**src/rtl/led_pattern_2ch_if.sv**
```systemverilog
// led_pattern_2ch_if -- CPU-side controls and PWM-side duty codes for the
// two-channel LED pattern generator.
//   ch1_mode / ch2_mode   : 0=off, 1=on, 2=blink, 3=breathe
//   ch1_level / ch2_level : brightness 0..15 (values above 10 clamp to 10)
//   ch1_duty / ch2_duty   : registered duty code 0..10 for the PWM stage
// master : drives the modes and levels and observes the duties (CPU / bench)
// slave  : the pattern generator itself
interface led_pattern_2ch_if;
   logic [1:0] ch1_mode;
   logic [3:0] ch1_level;
   logic [1:0] ch2_mode;
   logic [3:0] ch2_level;
   logic [3:0] ch1_duty;
   logic [3:0] ch2_duty;

   modport master (
      output ch1_mode, ch1_level, ch2_mode, ch2_level,
      input  ch1_duty, ch2_duty
   );

   modport slave (
      input  ch1_mode, ch1_level, ch2_mode, ch2_level,
      output ch1_duty, ch2_duty
   );
endinterface

```
**src/rtl/led_pattern_2ch.sv**
```systemverilog
// led_pattern_2ch -- two-channel LED pattern generator.
// A shared prescaler produces a one-cycle tick every TICK_DIV clocks; each
// channel turns its mode/level into a duty code (off, steady, blink, breathe).
// Ports:
//   clk   : system clock
//   reset : synchronous reset, active high
//   bus   : led_pattern_2ch_if.slave (modes/levels in, duties out)

// One pattern channel. All state and the duty output are registered.
module led_pattern_ch #(
   parameter int BLINK_TICKS = 5
) (
   input  logic       clk,
   input  logic       reset,
   input  logic       tick,
   input  logic [1:0] mode,
   input  logic [3:0] level,
   output logic [3:0] duty
);
   localparam int PW = (BLINK_TICKS > 1) ? $clog2(BLINK_TICKS) : 1;

   typedef enum logic [1:0] {M_OFF, M_ON, M_BLINK, M_BREATHE} mode_e;

   mode_e         mode_q;
   logic [PW-1:0] phase, phase_n;
   logic          blink_on, blink_on_n;
   logic [3:0]    value, value_n;
   logic          dir_up, dir_up_n;
   logic [3:0]    lvl;

   always_comb begin
      lvl        = (level > 4'd10) ? 4'd10 : level;
      phase_n    = phase;
      blink_on_n = blink_on;
      value_n    = value;
      dir_up_n   = dir_up;
      if (tick) begin
         if (phase == PW'(BLINK_TICKS - 1)) begin
            phase_n    = '0;
            blink_on_n = ~blink_on;
         end else begin
            phase_n = phase + PW'(1);
         end
         if (dir_up) begin
            if (value >= lvl) begin
               dir_up_n = 1'b0;
               value_n  = (lvl == 4'd0) ? 4'd0 : lvl - 4'd1;
            end else begin
               value_n = value + 4'd1;
            end
         end else begin
            if (value == 4'd0) begin
               dir_up_n = 1'b1;
               value_n  = (lvl == 4'd0) ? 4'd0 : 4'd1;
            end else begin
               value_n = value - 4'd1;
            end
         end
      end
      // A lowered level pulls the ramp down at once, tick or not.
      if (value_n > lvl) value_n = lvl;
   end

   always_ff @(posedge clk) begin
      if (reset) begin
         mode_q   <= M_OFF;
         phase    <= '0;
         blink_on <= 1'b1;
         value    <= 4'd0;
         dir_up   <= 1'b1;
         duty     <= 4'd0;
      end else if (mode_e'(mode) != mode_q) begin
         // Mode entry wins over a coincident tick.
         mode_q   <= mode_e'(mode);
         phase    <= '0;
         blink_on <= 1'b1;
         value    <= 4'd0;
         dir_up   <= 1'b1;
         duty     <= (mode_e'(mode) == M_ON || mode_e'(mode) == M_BLINK) ? lvl : 4'd0;
      end else begin
         case (mode_q)
            M_OFF: duty <= 4'd0;
            M_ON:  duty <= lvl;
            M_BLINK: begin
               phase    <= phase_n;
               blink_on <= blink_on_n;
               duty     <= blink_on_n ? lvl : 4'd0;
            end
            default: begin
               value  <= value_n;
               dir_up <= dir_up_n;
               duty   <= value_n;
            end
         endcase
      end
   end
endmodule

module led_pattern_2ch #(
   parameter int TICK_DIV    = 2700000,
   parameter int BLINK_TICKS = 5
) (
   input logic               clk,
   input logic               reset,
   led_pattern_2ch_if.slave  bus
);
   localparam int NUM_CH = 2;
   localparam int CW     = $clog2(TICK_DIV);

   logic [CW-1:0]             presc;
   logic                      tick;
   logic [NUM_CH-1:0][1:0]    mode;
   logic [NUM_CH-1:0][3:0]    level;
   logic [NUM_CH-1:0][3:0]    duty;

   // Free-running; mode changes never touch it.
   always_ff @(posedge clk) begin
      if (reset)      presc <= '0;
      else if (tick)  presc <= '0;
      else            presc <= presc + CW'(1);
   end

   assign tick = (presc == CW'(TICK_DIV - 1));

   assign mode         = {bus.ch2_mode, bus.ch1_mode};
   assign level        = {bus.ch2_level, bus.ch1_level};
   assign bus.ch1_duty = duty[0];
   assign bus.ch2_duty = duty[1];

   for (genvar g = 0; g < NUM_CH; g++) begin : g_ch
      led_pattern_ch #(.BLINK_TICKS(BLINK_TICKS)) u_ch (
         .clk   (clk),
         .reset (reset),
         .tick  (tick),
         .mode  (mode[g]),
         .level (level[g]),
         .duty  (duty[g])
      );
   end
endmodule

```
**src/flat_wrapper.sv**
```systemverilog
// flat-port wrapper written by rule: the top's interface ports become plain ports
module led_pattern_2ch_flat 
#(
   parameter int TICK_DIV    = 2700000,
   parameter int BLINK_TICKS = 5
)
  (clk, reset, bus_ch1_mode, bus_ch1_level, bus_ch2_mode, bus_ch2_level, bus_ch1_duty, bus_ch2_duty);
  led_pattern_2ch_if bus_i ();
  input logic clk;
  input logic reset;
  input wire logic [$bits(bus_i.ch1_mode)-1:0] bus_ch1_mode;
  input wire logic [$bits(bus_i.ch1_level)-1:0] bus_ch1_level;
  input wire logic [$bits(bus_i.ch2_mode)-1:0] bus_ch2_mode;
  input wire logic [$bits(bus_i.ch2_level)-1:0] bus_ch2_level;
  output wire logic [$bits(bus_i.ch1_duty)-1:0] bus_ch1_duty;
  output wire logic [$bits(bus_i.ch2_duty)-1:0] bus_ch2_duty;
  assign bus_i.ch1_mode = bus_ch1_mode;
  assign bus_i.ch1_level = bus_ch1_level;
  assign bus_i.ch2_mode = bus_ch2_mode;
  assign bus_i.ch2_level = bus_ch2_level;
  assign bus_ch1_duty = bus_i.ch1_duty;
  assign bus_ch2_duty = bus_i.ch2_duty;
  led_pattern_2ch #(.TICK_DIV(TICK_DIV), .BLINK_TICKS(BLINK_TICKS)) u_core (.clk(clk), .reset(reset), .bus(bus_i));
endmodule
```
**config.mk**
```make
export PLATFORM = sky130hd
export DESIGN_NAME = led_pattern_2ch_flat
export DESIGN_NICKNAME = d
export VERILOG_FILES = /design/src/rtl/led_pattern_2ch_if.sv /design/src/rtl/led_pattern_2ch.sv /design/src/flat_wrapper.sv
export SDC_FILE = /design/constraint.sdc
export NUM_CORES = 1
export LEC_CHECK = 0
export CORE_MARGIN = 3
export CORE_UTILIZATION = 55
export DETAILED_ROUTE_END_ITERATION = 10
export PLACE_DENSITY = 0.75
export SYNTH_ARGS = -nofsm -noshare
export SYNTH_HDL_FRONTEND = slang
export SYNTH_SLANG_ARGS = --single-unit
```
**constraint.sdc**
```tcl
create_clock -name clk -period 5.1 [get_ports clk]
set_input_delay 1.02 -clock clk [delete_from_list [all_inputs] [get_ports clk]]
set_output_delay 1.02 -clock clk [all_outputs]
set_load 0.05 [all_outputs]
```
# Word level (Yosys, flattened, before mapping)
# Cells that the tools add are included.
# op_classes
n_mux	36
order_cmp	6
eq_ne	13
add_sub_neg	9
n_reduce_logical	17
bitwise	4
# op_table
cell	count
2-to-1 mux 4 bit	20
case mux 4 bit (3 select lines)	2
adder 22 x 1 -> 22 bit, second input constant	1
equality test 22 bit, second input constant	1
logical NOT 4 bit	4
subtractor 4 x 1 -> 4 bit, second input constant	4
2-to-1 mux 1 bit	12
adder 4 x 1 -> 4 bit, second input constant	2
equality test 2 x 1 -> 1 bit, second input constant	4
equality test 2 bit, second input constant	4
>= comparator 4 bit	2
> comparator 4 bit	2
> comparator 4 bit, second input constant	2
AND reduction 2 bit	4
adder 3 x 1 -> 3 bit, second input constant	2
equality test 3 bit, second input constant	2
2-to-1 mux 3 bit	2
OR reduction 2 bit	3
OR reduction 3 bit	2
logical NOT 2 bit	2
inequality test 2 bit	2
inverter 1 bit	4
logical OR 1 bit	2
# word_totals
reg_bits	52
out_inout_bits	8
wordCells	98
inputBits	14

# Longest topological paths before layout
# Gate-level depths: netlist of run 1.
# depth
word_depth	11
mapped_depth	20
mapped_depth_nobuf	19

# Cells and area by module
# Synthesis of run 1 repeated with hierarchy kept, for this count alone.
# unflattened
hier_cells	427
area_unflattened_um2	3454.6
# by_module_without_submodules
mod	area_each_um2	n_inst	cells_each	seq_area_each_um2
led_pattern_ch (u_core.g_ch[0].u_ch)	1251.2	1	158	300.3
led_pattern_ch (u_core.g_ch[1].u_ch)	1187.4	1	150	300.3
led_pattern_2ch	1016.0	1	119	440.4

# Worst setup path after synthesis of run 1
# Ideal clock, no wire load.
# synth_path
path_type	input -> register
from	in bus_ch2_level[3]
to	reg u_core.g_ch[1].u_ch.duty[0]
setup_time_ps	95
n_path_buf	1
path_slack_ps	811
arrival_time_ps	4194
path_stages	16
t_required_ps	5005
path_cell_list	inv_1 nand2_1 ha_1 and3_1 a221oi_1 and2_1 clkbuf_1 a21oi_1 a31o_1 ha_1 nand2_1 a2111oi_2 o21a_1 a21oi_1 or4_1 o311ai_1
# synth_via
elab_chain_cells	11
elab_cells_between_ends	17
cone_classes	1 x add/sub; 3 x order compare; 12 x mux; 1 x reduce/logical
# synth_lines
item	line_no	source
start: declaration	flat_wrapper.sv:14	input wire logic [$bits(bus_i.ch2_level)-1:0] bus_ch2_level;
> comparator 4 bit	led_pattern_2ch.sv:32	lvl = (level > 4'd10) ? 4'd10 : level;
2-to-1 mux 4 bit *	led_pattern_2ch.sv:32	
subtractor 4 x 1 -> 4 bit / logical NOT 4 bit (equally long branches)	led_pattern_2ch.sv:47, led_pattern_2ch.sv:54	
2-to-1 mux 4 bit / 2-to-1 mux 1 bit (equally long branches)	led_pattern_2ch.sv:47, led_pattern_2ch.sv:54	
2-to-1 mux 4 bit, on equally long branches	led_pattern_2ch.sv:45, led_pattern_2ch.sv:52	
2-to-1 mux 4 bit	led_pattern_2ch.sv:44	if (dir_up) begin
2-to-1 mux 4 bit	led_pattern_2ch.sv:37	if (tick) begin
> comparator 4 bit	led_pattern_2ch.sv:61	if (value_n > lvl) value_n = lvl;
2-to-1 mux 4 bit	led_pattern_2ch.sv:61	
case mux 4 bit (3 select lines)	led_pattern_2ch.sv:81	case (mode_q)
2-to-1 mux 4 bit *	led_pattern_2ch.sv:72	end else if (mode_e'(mode) != mode_q) begin
end signal: assignment	led_pattern_2ch.sv:79	duty <= (mode_e'(mode) == M_ON || mode_e'(mode) == M_BLINK) ? lvl : 4'd0;
end signal: assignment	led_pattern_2ch.sv:83	M_ON: duty <= lvl;
end signal: assignment	led_pattern_2ch.sv:87	duty <= blink_on_n ? lvl : 4'd0;
end: declaration	led_pattern_2ch.sv:18	output logic [3:0] duty
# Mark *: on every way between the ends. The rest lies on a longest branch, timed or not.
# A chain may end at the register's enable or synchronous reset.

# Final worst setup path of run 1
# Ends and elaborated chain as after synthesis.

==> metrics.md, run 1 <==
| Metric | Value |
|---|---|
| Outcome | complete, no violations |
| Cell accounting for the most synthesized area | dfxtp_1 |
| FF-to-FF setup slack | 1.24 ns |
| Sequential share of the synthesized area | 30.5% |
| Vias | 3111 |
| H-tree levels | 2 |
| Post-synth EDFFs | 0 |
| Slew Limit Fails | 0 |
| CP Data Arrival Time | 4.96 ns |
| Mapped cell area | 3410 um2 |
| Drt wl/cell | 14.9 um |
| R2r endpoint | u_core.g_ch[0].u_ch.value[1] |
| Max VDD drop | 0.000134 V |
| Max-cap violations | 0 |
| WL final | 7.76 mm |
| Share of cells above drive strength 1 | 5.82% |
| Global-route wire length before repair | 13.4 mm |
| Port bufs | 21 |
| CTS Buf Count | 5 |
| Core area | 5960 um2 |
| Worst rel slew slack | 48.1% |
| Pre-CTS setup slack | -0.0397 ns |
| Final Power | 0.759 mW |
| Req. time, crit path | 5.32 ns |
| Min-Delay Path Class | reg -> reg |
| Residual DRC | 0 |
| Endpoint type of the worst setup path | register |
| TritonCTS clock tree | yes |
| Routability cong. | 0.909 |
| Number of global-route vias before repair | 2964 |
| Critical path launch point type | input pin |
| CP max FO | 9 |
| # diodes | 0 |
| Die Wd | 84.7 um |
| Count of final hold-check violations | 0 |
| Hold path depth | 1 |
| Site row count | 28 |
| Synth top area share | 30.5% |
| Final #Nets | 483 |
| Crit share post-route | 92.8% |
| IO Pins | 22 |
| Hold-fix buffers, CTS | 0 |
| Min-delay src | u_core.presc[0] |
| Max Clock Skew | 0.00522 ns |
| YS warnings | 0 |
| Syn Area/Cell | 8.00 um2 |
| Critical Setup Path Class | in -> reg |
| Fin cells | 522 |
| Ys flop type | dfxtp_1 |
| Critical Path Sink | u_core.g_ch[1].u_ch.duty[0] |
| RSZ-0062 raised after global routing | false |
| Total gr overflow | 0 |
| CTS clk-pin slew, worst paths | 0.10 ns |
| Final HPWL DP | 5.75 mm |
| Post-route ant nets | 0 |
| Worst-Skew Late Latency | 0.31 ns |
| Count leader, synth | dfxtp_1 |
| FMAX | 0.211 GHz |
| Setup TNS | 0 ns |
| Post-synth cell types | 63 |
| Global-route usage over all layers | 22.3% |
| Antenna violations before repair | 0 |
| Worst setup path start | bus_ch2_level[3] |
| R2R Path Start | u_core.presc[11] |
| Die area | 7180 um2 |
| Largest net degree at the start of global routing | 22 |
| Die Ht | 84.7 um |
| Initial Util | 57.2% |
| Endpoints failing setup | 0 |
| Number of fill cells | 550 |
| Clock sink total | 52 |
| Via-to-Cell Ratio | 5.96 |
| Dpl cells | 514 |
| 1st-iter DRT viols | 240 |
| Worst reg2reg path depth | 14 |
| Final Worst Setup Slack | 0.365 ns |
| Min Clock Period, post-route | 4.73 ns |
| Synth Register Bits | 52 |
| Synth top cells by count | 52 x dfxtp_1, 50 x nor2_1, 36 x nand2_1, 32 x nand3_1 |
| Syn-to-layout area delta | 11.3% |
| Slew @ Worst Pin | 0.779 ns |
| Drt pass-1 iters | 4 |
| Cells after Synth | 426 |
| Clock buffer depth | 2 |
| Synth area leaders | dfxtp_1 31%, ha_1 8.4%, xor2_1 5.7% |
| Synth async-reset ratio | 0% |
| Syn_nets | 463 |
| Clock Tree Root | clkbuf_8 |
| Leak | 1.37 nW |
| Fin util | 63.7% |
| Pwr/cell area | 200 nW/um2 |
==> logic make-up after synthesis <==
group | Yosys count | share of synthesized area [%]
mux | 10 | 3.01
flops | 52 | 30.5
simple gates | 190 | 29.3
compound gates | 87 | 17.0
xor+xnor | 30 | 7.71
fa+ha+maj | 23 | 8.44
buf+inv | 34 | 3.96
==> layout make-up <==
class / count / area [um2] / area share [%]
clock buffers: 5 / 68.8 / 1.81
clock inverters: 3 / 22.5 / 0.594
well taps: 75 / 93.8 / 2.47
repair buffers: 24 / 233 / 6.13
flip-flops and latches: 52 / 1040 / 27.4
inverters: 23 / 86.3 / 2.28
multi-input cells: 340 / 2250 / 59.3
==> sequential cells by signal, indices dropped and copies added, names as in the netlist <==
signal / cells
u_core.g_ch.u_ch.value: 8
u_core.g_ch.u_ch.dir_up: 2
u_core.g_ch.u_ch.blink_on: 2
u_core.g_ch.u_ch.mode_q: 4
u_core.g_ch.u_ch.phase: 6
u_core.presc: 22
u_core.g_ch.u_ch.duty: 8
==> report_power, final <==
part | switching [mW] | internal, mW
combinational | 0.0569 | 0.0378
clock | 0.149 | 0.0988
sequential | 0.00479 | 0.412
total | 0.210 | 0.549
==> per-layer routing <==
metal | vias up | wire, um | track usage [%]
met5 | - | 0 | 0
met4 | 0 | 98 | 6.76
met3 | 13 | 407 | 3.34
met2 | 77 | 3540 | 35.2
met1 | 1434 | 3720 | 31.4
li1 | 1587 | - | -
==> how the worst min path moves through the flow <==
stage                            endpoint
final                     u_core.presc[0]
after detailed placement  u_core.presc[0]
after global routing      u_core.presc[0]
after global placement    u_core.presc[0]
after CTS                 u_core.presc[0]
after floorplan           u_core.presc[0]
==> cell usage in the layout, fill, tap and decap left out, types with 3 or more instances in the layout <==
cell / count
o311ai_1: 3
nor2b_1: 7
o21ai_1: 4
nor3b_1: 4
a311o_1: 3
nor2_1: 50
xor2_1: 22
a21oi_1: 20
clkdlybuf4s50_1: 21
dfxtp_1: 52
nor4bb_1: 5
ha_1: 23
and3_1: 3
nand2_1: 36
nand4_1: 5
buf_4: 3
o21ai_0: 20
mux2i_1: 8
nand2b_1: 3
or3_1: 8
nor3_1: 12
nand3_1: 32
inv_1: 23
o21a_1: 3
or2_2: 3
or4_1: 3
xnor2_1: 8
clkbuf_8: 5
a221oi_1: 3
a211oi_1: 3
a21o_1: 3
nand3b_1: 4
==> repair_timing <==
action	CTS	global route
buffers inserted	0	0
gates resized for setup	0	5
endpoints found under the setup margin	0	12
==> worst max-delay path, cell delays in order <==
cell             delay [ns]
clkdlybuf4s50_1        0.44
inv_1                  0.17
nand2_1                0.17
ha_1                   0.32
and3_1                 0.17
a221oi_1               0.31
and2_2                 0.30
a21oi_1                0.09
a31o_1                 0.24
ha_1                   0.28
nand2_1                0.12
a2111oi_2              0.42
o21a_1                 0.19
a21oi_2                0.07
or4_1                  0.52
o311ai_1               0.10
==> per-stage QoR <==
step,hold slack (ns),instance area (um2)
2_1_floorplan,0.426,3410
3_3_place_gp,0.441,3690
3_5_place_dp,0.451,3690
4_1_cts,0.473,3780
5_1_grt,0.495,3790
6_report,0.471,3790
No activity file was read; power rests on OpenSTA's default activity.
==> inputs of run 2 (changes only) <==
Settings changed: CORE_UTILIZATION 55 to 60, PLACE_DENSITY 0.75 to 0.81.
==> run 2 against run 1 <==
Global-route usage is 2.5 points higher. Register-to-register slack worse by 0.15 ns. Sequential power about the same. First-iteration DRC count is 12% lower. Via count grew 1.8%. Sequential cell count unchanged. Clock power fell by 8.1%. Non-clock buffer count grew 5. Cell count did not move. Critical endpoint is now u_core.g_ch[0].u_ch.value[1]. Largest cell class unchanged. Highest routed layer unchanged.
==> metrics.md, run 2 (synthesis gave the netlist of run 1 again) <==
| Metric | Value |
|---|---|
| Worst-Skew Late Latency | 0.30 ns (was 0.31 ns) |
| Most common cell after layout, fill and taps aside | dfxtp_1 (unchanged) |
| Pwr/cell area | 194 nW/um2 (was 200 nW/um2) |
| Final HPWL DP | 5.88 mm (was 5.75 mm) |
| Endpoint type of the worst setup path | register (unchanged) |
| Residual DRC | 0 (unchanged) |
| Req. time, crit path | 5.32 ns (about the same) |
| Pre-CTS setup slack | -0.00557 ns (was -0.0397 ns) |
| Antenna violations before repair | 0 (unchanged) |
| Dpl cells | 514 (unchanged) |
| Top flop regs | u_core.presc x22, u_core.g_ch.u_ch.duty x8, u_core.g_ch.u_ch.value x8 (unchanged) |
| FMAX | 0.212 GHz (was 0.211 GHz) |
| Number of flip-flops in the largest register | 22 (unchanged) |
| Port bufs | 21 (unchanged) |
| RSZ-0062 raised after global routing | false (unchanged) |
| Max VDD drop | 0.000168 V (was 0.000134 V) |
| Worst setup path start | bus_ch1_level[3] (was bus_ch2_level[3]) |
| Die area | 6620 um2 (was 7180 um2) |
| Die Wd | 81.4 um (was 84.7 um) |
| Initial Util | 64.3% (was 57.2%) |
| Max Clock Skew | 0.00943 ns (was 0.00522 ns) |
| Syn-to-layout area delta | 12.0% (was 11.3%) |
| CTS Buf Count | 5 (unchanged) |
| Total gr overflow | 0 (unchanged) |
| Fin cells | 522 (unchanged) |
| Final Worst Setup Slack | 0.388 ns (was 0.365 ns) |
| Largest Register | u_core.presc (unchanged) |
| Site row count | 26 (was 28) |
| Global-route usage over all layers | 24.8% (was 22.3%) |
| Endpoints failing setup | 0 (unchanged) |
| CP Data Arrival Time | 4.94 ns (was 4.96 ns) |
| 1st-iter DRT viols | 211 (was 240) |
| Global-route wire length before repair | 13.1 mm (was 13.4 mm) |
| IO Pins | 22 (unchanged) |
| Crit share post-route | 92.4% (was 92.8%) |
| Clock sink total | 52 (unchanged) |
| Drt pass-1 iters | 5 (was 4) |
| Share of cells above drive strength 1 | 6.42% (was 5.82%) |
| Leak | 1.39 nW (was 1.37 nW) |
| H-tree levels | 2 (unchanged) |
| Number of fill cells | 424 (was 550) |
| Clock Tree Root | clkbuf_8 (unchanged) |
| Core area | 5300 um2 (was 5960 um2) |
| Max-cap violations | 0 (unchanged) |
| Via-to-Cell Ratio | 6.07 (was 5.96) |
| Count of final hold-check violations | 0 (unchanged) |
| R2R Path Start | u_core.presc[11] (unchanged) |
| Largest net degree at the start of global routing | 22 (unchanged) |
| Min Clock Period, post-route | 4.71 ns (was 4.73 ns) |
| CP max FO | 7 (was 9) |
| Number of global-route vias before repair | 2961 (was 2964) |
| Slew Limit Fails | 0 (unchanged) |
| Routability cong. | 0.949 (was 0.909) |
| Worst rel slew slack | 49.6% (was 48.1%) |
| Clock buffer depth | 2 (unchanged) |
| WL final | 7.62 mm (was 7.76 mm) |
| Setup TNS | 0 ns (unchanged) |
| # diodes | 0 (unchanged) |
| Min-Delay Path Class | reg -> reg (unchanged) |
| Final #Nets | 488 (was 483) |
| Vias | 3166 (was 3111) |
| Critical path launch point type | input pin (unchanged) |
| Post-route ant nets | 0 (unchanged) |
| Die Ht | 81.4 um (was 84.7 um) |
| Commonest non-fill, non-tap cells in the layout | 52 x dfxtp_1, 50 x nor2_1, 36 x nand2_1 (unchanged) |
| Min-delay src | u_core.presc[0] (unchanged) |
| Critical Setup Path Class | in -> reg (unchanged) |
| Drt wl/cell | 14.6 um (was 14.9 um) |
| Outcome | complete, no violations (unchanged) |
| Slew @ Worst Pin | 0.756 ns (was 0.779 ns) |
| CTS clk-pin slew, worst paths | 0.09 ns (was 0.10 ns) |
| TritonCTS clock tree | yes (unchanged) |
run 2: layer usage:
metal | part of all wire, % | vias up | wire length [um] | global-route usage [%]
met5 | 0 | - | 0 | 0
met4 | 1.4 | 0 | 108 | 8.28
met3 | 6.7 | 10 | 514 | 4.55
met2 | 46 | 114 | 3490 | 40.2
met1 | 46 | 1450 | 3500 | 33.0
li1 | - | 1592 | - | -
run 2: path summary, 6_finish.rpt:
kind                            slack, ns                           end  cells past startpoint
worst max-delay path                 0.39  u_core.g_ch[0].u_ch.value[1]                     19
worst min-delay path                 0.47               u_core.presc[0]                      1
worst min register to register       0.47               u_core.presc[0]                      1
worst max register to register       1.09  u_core.g_ch[0].u_ch.value[1]                     14
run 2: cell type report:
type	instances	area [um2]	share of cell area [%]
clock inverter	1	8.76	0.229
timing repair buffer	29	270	7.08
clock buffer	7	76.3	2.00
tap	70	87.6	2.29
multi-input combinational	340	2250	58.9
sequential	52	1040	27.3
inverter	23	86.3	2.26
run 2: critical path, stage by stage:
cell and delay [ns]:
clkdlybuf4s50_1 0.48, buf_4 0.16, inv_1 0.10, ha_1 0.32, a21oi_1 0.21, o31ai_2 0.12
or2_2 0.31, mux2i_1 0.15, a32oi_1 0.06, o21ai_0 0.27, ha_1 0.31, nand2_1 0.10
nor2_1 0.07, a221oi_1 0.29, o21ai_0 0.13, o2bb2ai_1 0.18, and2_4 0.19, mux2_1 0.32
a21oi_1 0.15
run 2: metrics by stage:
step	power [mW]	utilization, %	hold slack, ns	instance area, um2
2_1_floorplan	0.485	-	0.426	3410
5_1_grt	0.770	72.0	0.494	3820
3_3_place_gp	0.520	70.1	0.438	3720
4_1_cts	0.745	71.7	0.475	3800
6_report	0.741	72.0	0.472	3820
3_5_place_dp	0.522	70.1	0.461	3720
run 2: what timing repair did:
action                     in CTS  in global routing
buffers inserted                0                  0
setup endpoints to repair       0                  4
resized for setup               0                  4
hold endpoints to repair        0                  0
hold buffers                    0                  0
run 2: power breakdown:
| group | switching (mW) | internal [mW] |
|---|---|---|
| registers | 0.00471 | 0.412 |
| clock network | 0.128 | 0.0983 |
| logic | 0.0575 | 0.0401 |
| total | 0.191 | 0.551 |
==> inputs of run 3 (changes only) <==
Settings changed: CORE_UTILIZATION 60 to 64, DONT_BUFFER_PORTS set to 1, PLACE_DENSITY 0.81 to 0.8.
==> run 3 against run 2 <==
Utilization fell by 0.55 points. Sequential power rose by 2%. Register-to-register slack got worse by 0.04 ns. Via count fell by 3.8%. Worst setup slack improved by 0.40 ns. Worst hold slack barely moved. Clock skew rose by 0.0016 ns. Final area fell by 7.5%. Die area fell by 5.8%. Cell count fell by 6.1%. Clock power rose by 6%. Highest routed layer unchanged.
==> metrics.md, run 3 (synthesis gave the netlist of run 1 again) <==
| Metric | Value |
|---|---|
| Outcome | complete, no violations (unchanged) |
| Number of fill cells | 405 (was 424) |
| Most frequent cell on the critical path | o21ai_0 |
| Slew @ Worst Pin | 0.779 ns (was 0.756 ns) |
| Post-CTS sizing | 0 (unchanged) |
| Post-route ant nets | 0 (unchanged) |
| Final Worst Setup Slack | 0.785 ns (was 0.388 ns) |
| TritonCTS clock tree | yes (unchanged) |
| Drt pass-1 iters | 6 (was 5) |
| CP max-delay cell | a221oi_1 (was clkdlybuf4s50_1) |
| Final Power | 0.727 mW (was 0.741 mW) |
| Max Clock Skew | 0.0110 ns (was 0.00943 ns) |
| WP depth | 19 (unchanged) |
| Worst reg2reg path depth | 14 (unchanged) |
| Critical Setup Path Class | in -> reg (unchanged) |
| Global-route usage over all layers | 24.5% (was 24.8%) |
| Endpoint type of the worst setup path | register (unchanged) |
| Pre-CTS setup slack | 0.550 ns (was -0.00557 ns) |
| Top flop regs | u_core.presc x22, u_core.g_ch.u_ch.duty x8, u_core.g_ch.u_ch.value x8 (unchanged) |
| RSZ-0062 raised after global routing | false (unchanged) |
| Die Wd | 79.0 um (was 81.4 um) |
| Die Ht | 79.0 um (was 81.4 um) |
| Via-to-Cell Ratio | 6.22 (was 6.07) |
| CP max FO | 9 (was 7) |
| Routability cong. | 1.00 (was 0.949) |
| Residual DRC | 0 (unchanged) |
| Total gr overflow | 0 (unchanged) |
| FMAX | 0.232 GHz (was 0.212 GHz) |
| Min-Delay Path Class | reg -> reg (unchanged) |
| Core area | 4940 um2 (was 5300 um2) |
| Final #Nets | 459 (was 488) |
| Die area | 6240 um2 (was 6620 um2) |
| Postcts setup bufs | 0 (unchanged) |
| WL final | 7.23 mm (was 7.62 mm) |
| Min Clock Period, post-route | 4.31 ns (was 4.71 ns) |
| Largest net degree at the start of global routing | 22 (unchanged) |
| NetSw | 0.194 mW (was 0.191 mW) |
| Slew Limit Fails | 0 (unchanged) |
| CP Buf/Inv Count | 2 (was 3) |
| Part of the power in combinational logic | 8.3% (was 13.2%) |
| # diodes | 0 (unchanged) |
| Endpoints failing setup | 0 (unchanged) |
| IO Pins | 22 (unchanged) |
| Internal power | 0.533 mW (was 0.551 mW) |
| CTS Buf Count | 5 (unchanged) |
| Antenna violations before repair | 0 (unchanged) |
| Global-route wire length before repair | 12.6 mm (was 13.1 mm) |
| Clock Tree Root | clkbuf_8 (unchanged) |
| Net Sw Frac | 26.7% (was 25.7%) |
| Site row count | 25 (was 26) |
| CTS clk-pin slew, worst paths | 0.09 ns (about the same) |
| Largest Register | u_core.presc (unchanged) |
| Critical path launch point type | input pin (unchanged) |
| Share of cells above drive strength 1 | 4.26% (was 6.42%) |
| Worst setup path start | bus_ch1_level[2] (was bus_ch1_level[3]) |
| Critical Path, Cell by Cell | o21ai_0 -> nand2_1 -> inv_1 -> ha_1 -> inv_1 -> a221oi_1 -> or2_2 -> mux2i_1 -> a32oi_1 -> o21ai_0 -> ha_1 -> nand2_1 -> nor2_1 -> a221oi_1 -> o21ai_0 -> o2bb2ai_1 -> and2_4 -> mux2_1 -> a21oi_1 (was clkdlybuf4s50_1 -> buf_4 -> inv_1 -> ha_1 -> a21oi_1 -> o31ai_2 -> or2_2 -> mux2i_1 -> a32oi_1 -> o21ai_0 -> ha_1 -> nand2_1 -> nor2_1 -> a221oi_1 -> o21ai_0 -> o2bb2ai_1 -> and2_4 -> mux2_1 -> a21oi_1) |
| Setup TNS | 0 ns (unchanged) |
| Port bufs | 0 (was 21) |
| Crit-path leading delay family | compound AO/OA/AOI/OAI gates (unchanged) |
| Leak | 1.27 nW (was 1.39 nW) |
| Clock network fraction of design power | 33.0% (was 30.6%) |
| R2r endpoint | u_core.g_ch[0].u_ch.value[1] (unchanged) |
| Clock sink total | 52 (unchanged) |
| Hold path depth | 1 (unchanged) |
| Most common cell after layout, fill and taps aside | dfxtp_1 (unchanged) |
| Hold-fix buffers, CTS | 0 (unchanged) |
| Syn-to-layout area delta | 3.63% (was 12.0%) |
| Final HPWL DP | 5.55 mm (was 5.88 mm) |
| Vias | 3046 (was 3166) |
| Crit-path max cell delay | 0.40 ns (was 0.48 ns) |
| Req. time, crit path | 5.34 ns (was 5.32 ns) |
| Worst rel slew slack | 47.7% (was 49.6%) |
| Worst-Skew Late Latency | 0.31 ns (was 0.30 ns) |
| Number of flip-flops in the largest register | 22 (unchanged) |
| Max VDD drop | 0.000184 V (was 0.000168 V) |
| Count of final hold-check violations | 0 (unchanged) |
| H-tree levels | 2 (unchanged) |
| Commonest non-fill, non-tap cells in the layout | 52 x dfxtp_1, 50 x nor2_1, 36 x nand2_1 (unchanged) |
| Critical Path Sink | u_core.g_ch[0].u_ch.value[1] (unchanged) |
| Clock buffer depth | 2 (unchanged) |
| Sequential power share | 58.8% (was 56.2%) |
| 1st-iter DRT viols | 345 (was 211) |
| Crit share post-route | 84.6% (was 92.4%) |
| Pwr/cell area | 206 nW/um2 (was 194 nW/um2) |
| CP Data Arrival Time | 4.55 ns (was 4.94 ns) |
| FF-to-FF setup slack | 1.05 ns (was 1.09 ns) |
| R2R Path Start | u_core.presc[11] (unchanged) |
| Max-cap violations | 0 (unchanged) |
| Drt wl/cell | 14.8 um (was 14.6 um) |
| Number of global-route vias before repair | 2776 (was 2961) |
| Initial Util | 69.0% (was 64.3%) |
[run 3: cell count changes in the layout (fill, tap and decap cells not counted)]
cell / before / now
buf_4: 8 / 0
a221oi_2: 1 / 0
o31ai_2: 1 / 0
and2_2: 1 / 0
clkinvlp_4: 0 / 1
o31ai_1: 2 / 3
clkdlybuf4s50_1: 21 / 0
a221oi_1: 3 / 4
clkbuf_1: 2 / 1
and2_1: 2 / 3
a21oi_1: 20 / 21
a21oi_2: 1 / 0
[run 3: how the worst min path moves through the flow]
stage	from	endpoint	slack [ns]
final	u_core.presc[0]	u_core.presc[0]	0.47
after global routing	u_core.presc[0]	u_core.presc[0]	0.51
after CTS	u_core.presc[0]	u_core.presc[0]	0.48
after detailed placement	u_core.presc[0]	u_core.presc[0]	0.46
after global placement	u_core.presc[0]	u_core.presc[0]	0.44
after floorplan	u_core.presc[0]	u_core.presc[0]	0.43
[run 3: metrics by stage]
step / hold WS (ns) / area [um2] / cells / utilization [%]
after global routing: 0.511 / 3530 / 490 / 71.5
after detailed placement: 0.457 / 3440 / 482 / 69.7
final: 0.472 / 3530 / 490 / 71.5
after floorplan: 0.426 / 3410 / 426 / -
after global placement: 0.445 / 3440 / 482 / 69.7
after CTS: 0.479 / 3530 / 490 / 71.5
[run 3: metal layers]
metal / share of wire (%) / track usage, % / up-vias
li1: - / - / 1530
met1: 46 / 33.7 / 1406
met2: 48 / 40.2 / 102
met3: 5.2 / 3.97 / 8
met4: 1.0 / 6.01 / 0
met5: 0 / 0 / -
[run 3: area by class of cell]
cell class / instances / area [um2] / area share, %
Sequential cell: 52 / 1040 / 29.5
Clock buffer: 6 / 72.6 / 2.05
Clock inverter: 2 / 16.3 / 0.461
Inverter: 23 / 86.3 / 2.44
Tap cell: 67 / 83.8 / 2.37
Multi-Input combinational cell: 340 / 2230 / 63.2
[run 3: power by group through the flow]
| stage | Combinational [mW] | Sequential [mW] | Clock, mW |
|---|---|---|---|
| 2_1_floorplan | 0.0497 | 0.435 | 0 |
| 4_1_cts | 0.0591 | 0.427 | 0.243 |
| 3_5_place_dp | 0.0589 | 0.437 | 0 |
| 5_1_grt | 0.0685 | 0.428 | 0.259 |
| 6_report | 0.0602 | 0.427 | 0.240 |
| 3_3_place_gp | 0.0586 | 0.436 | 0 |
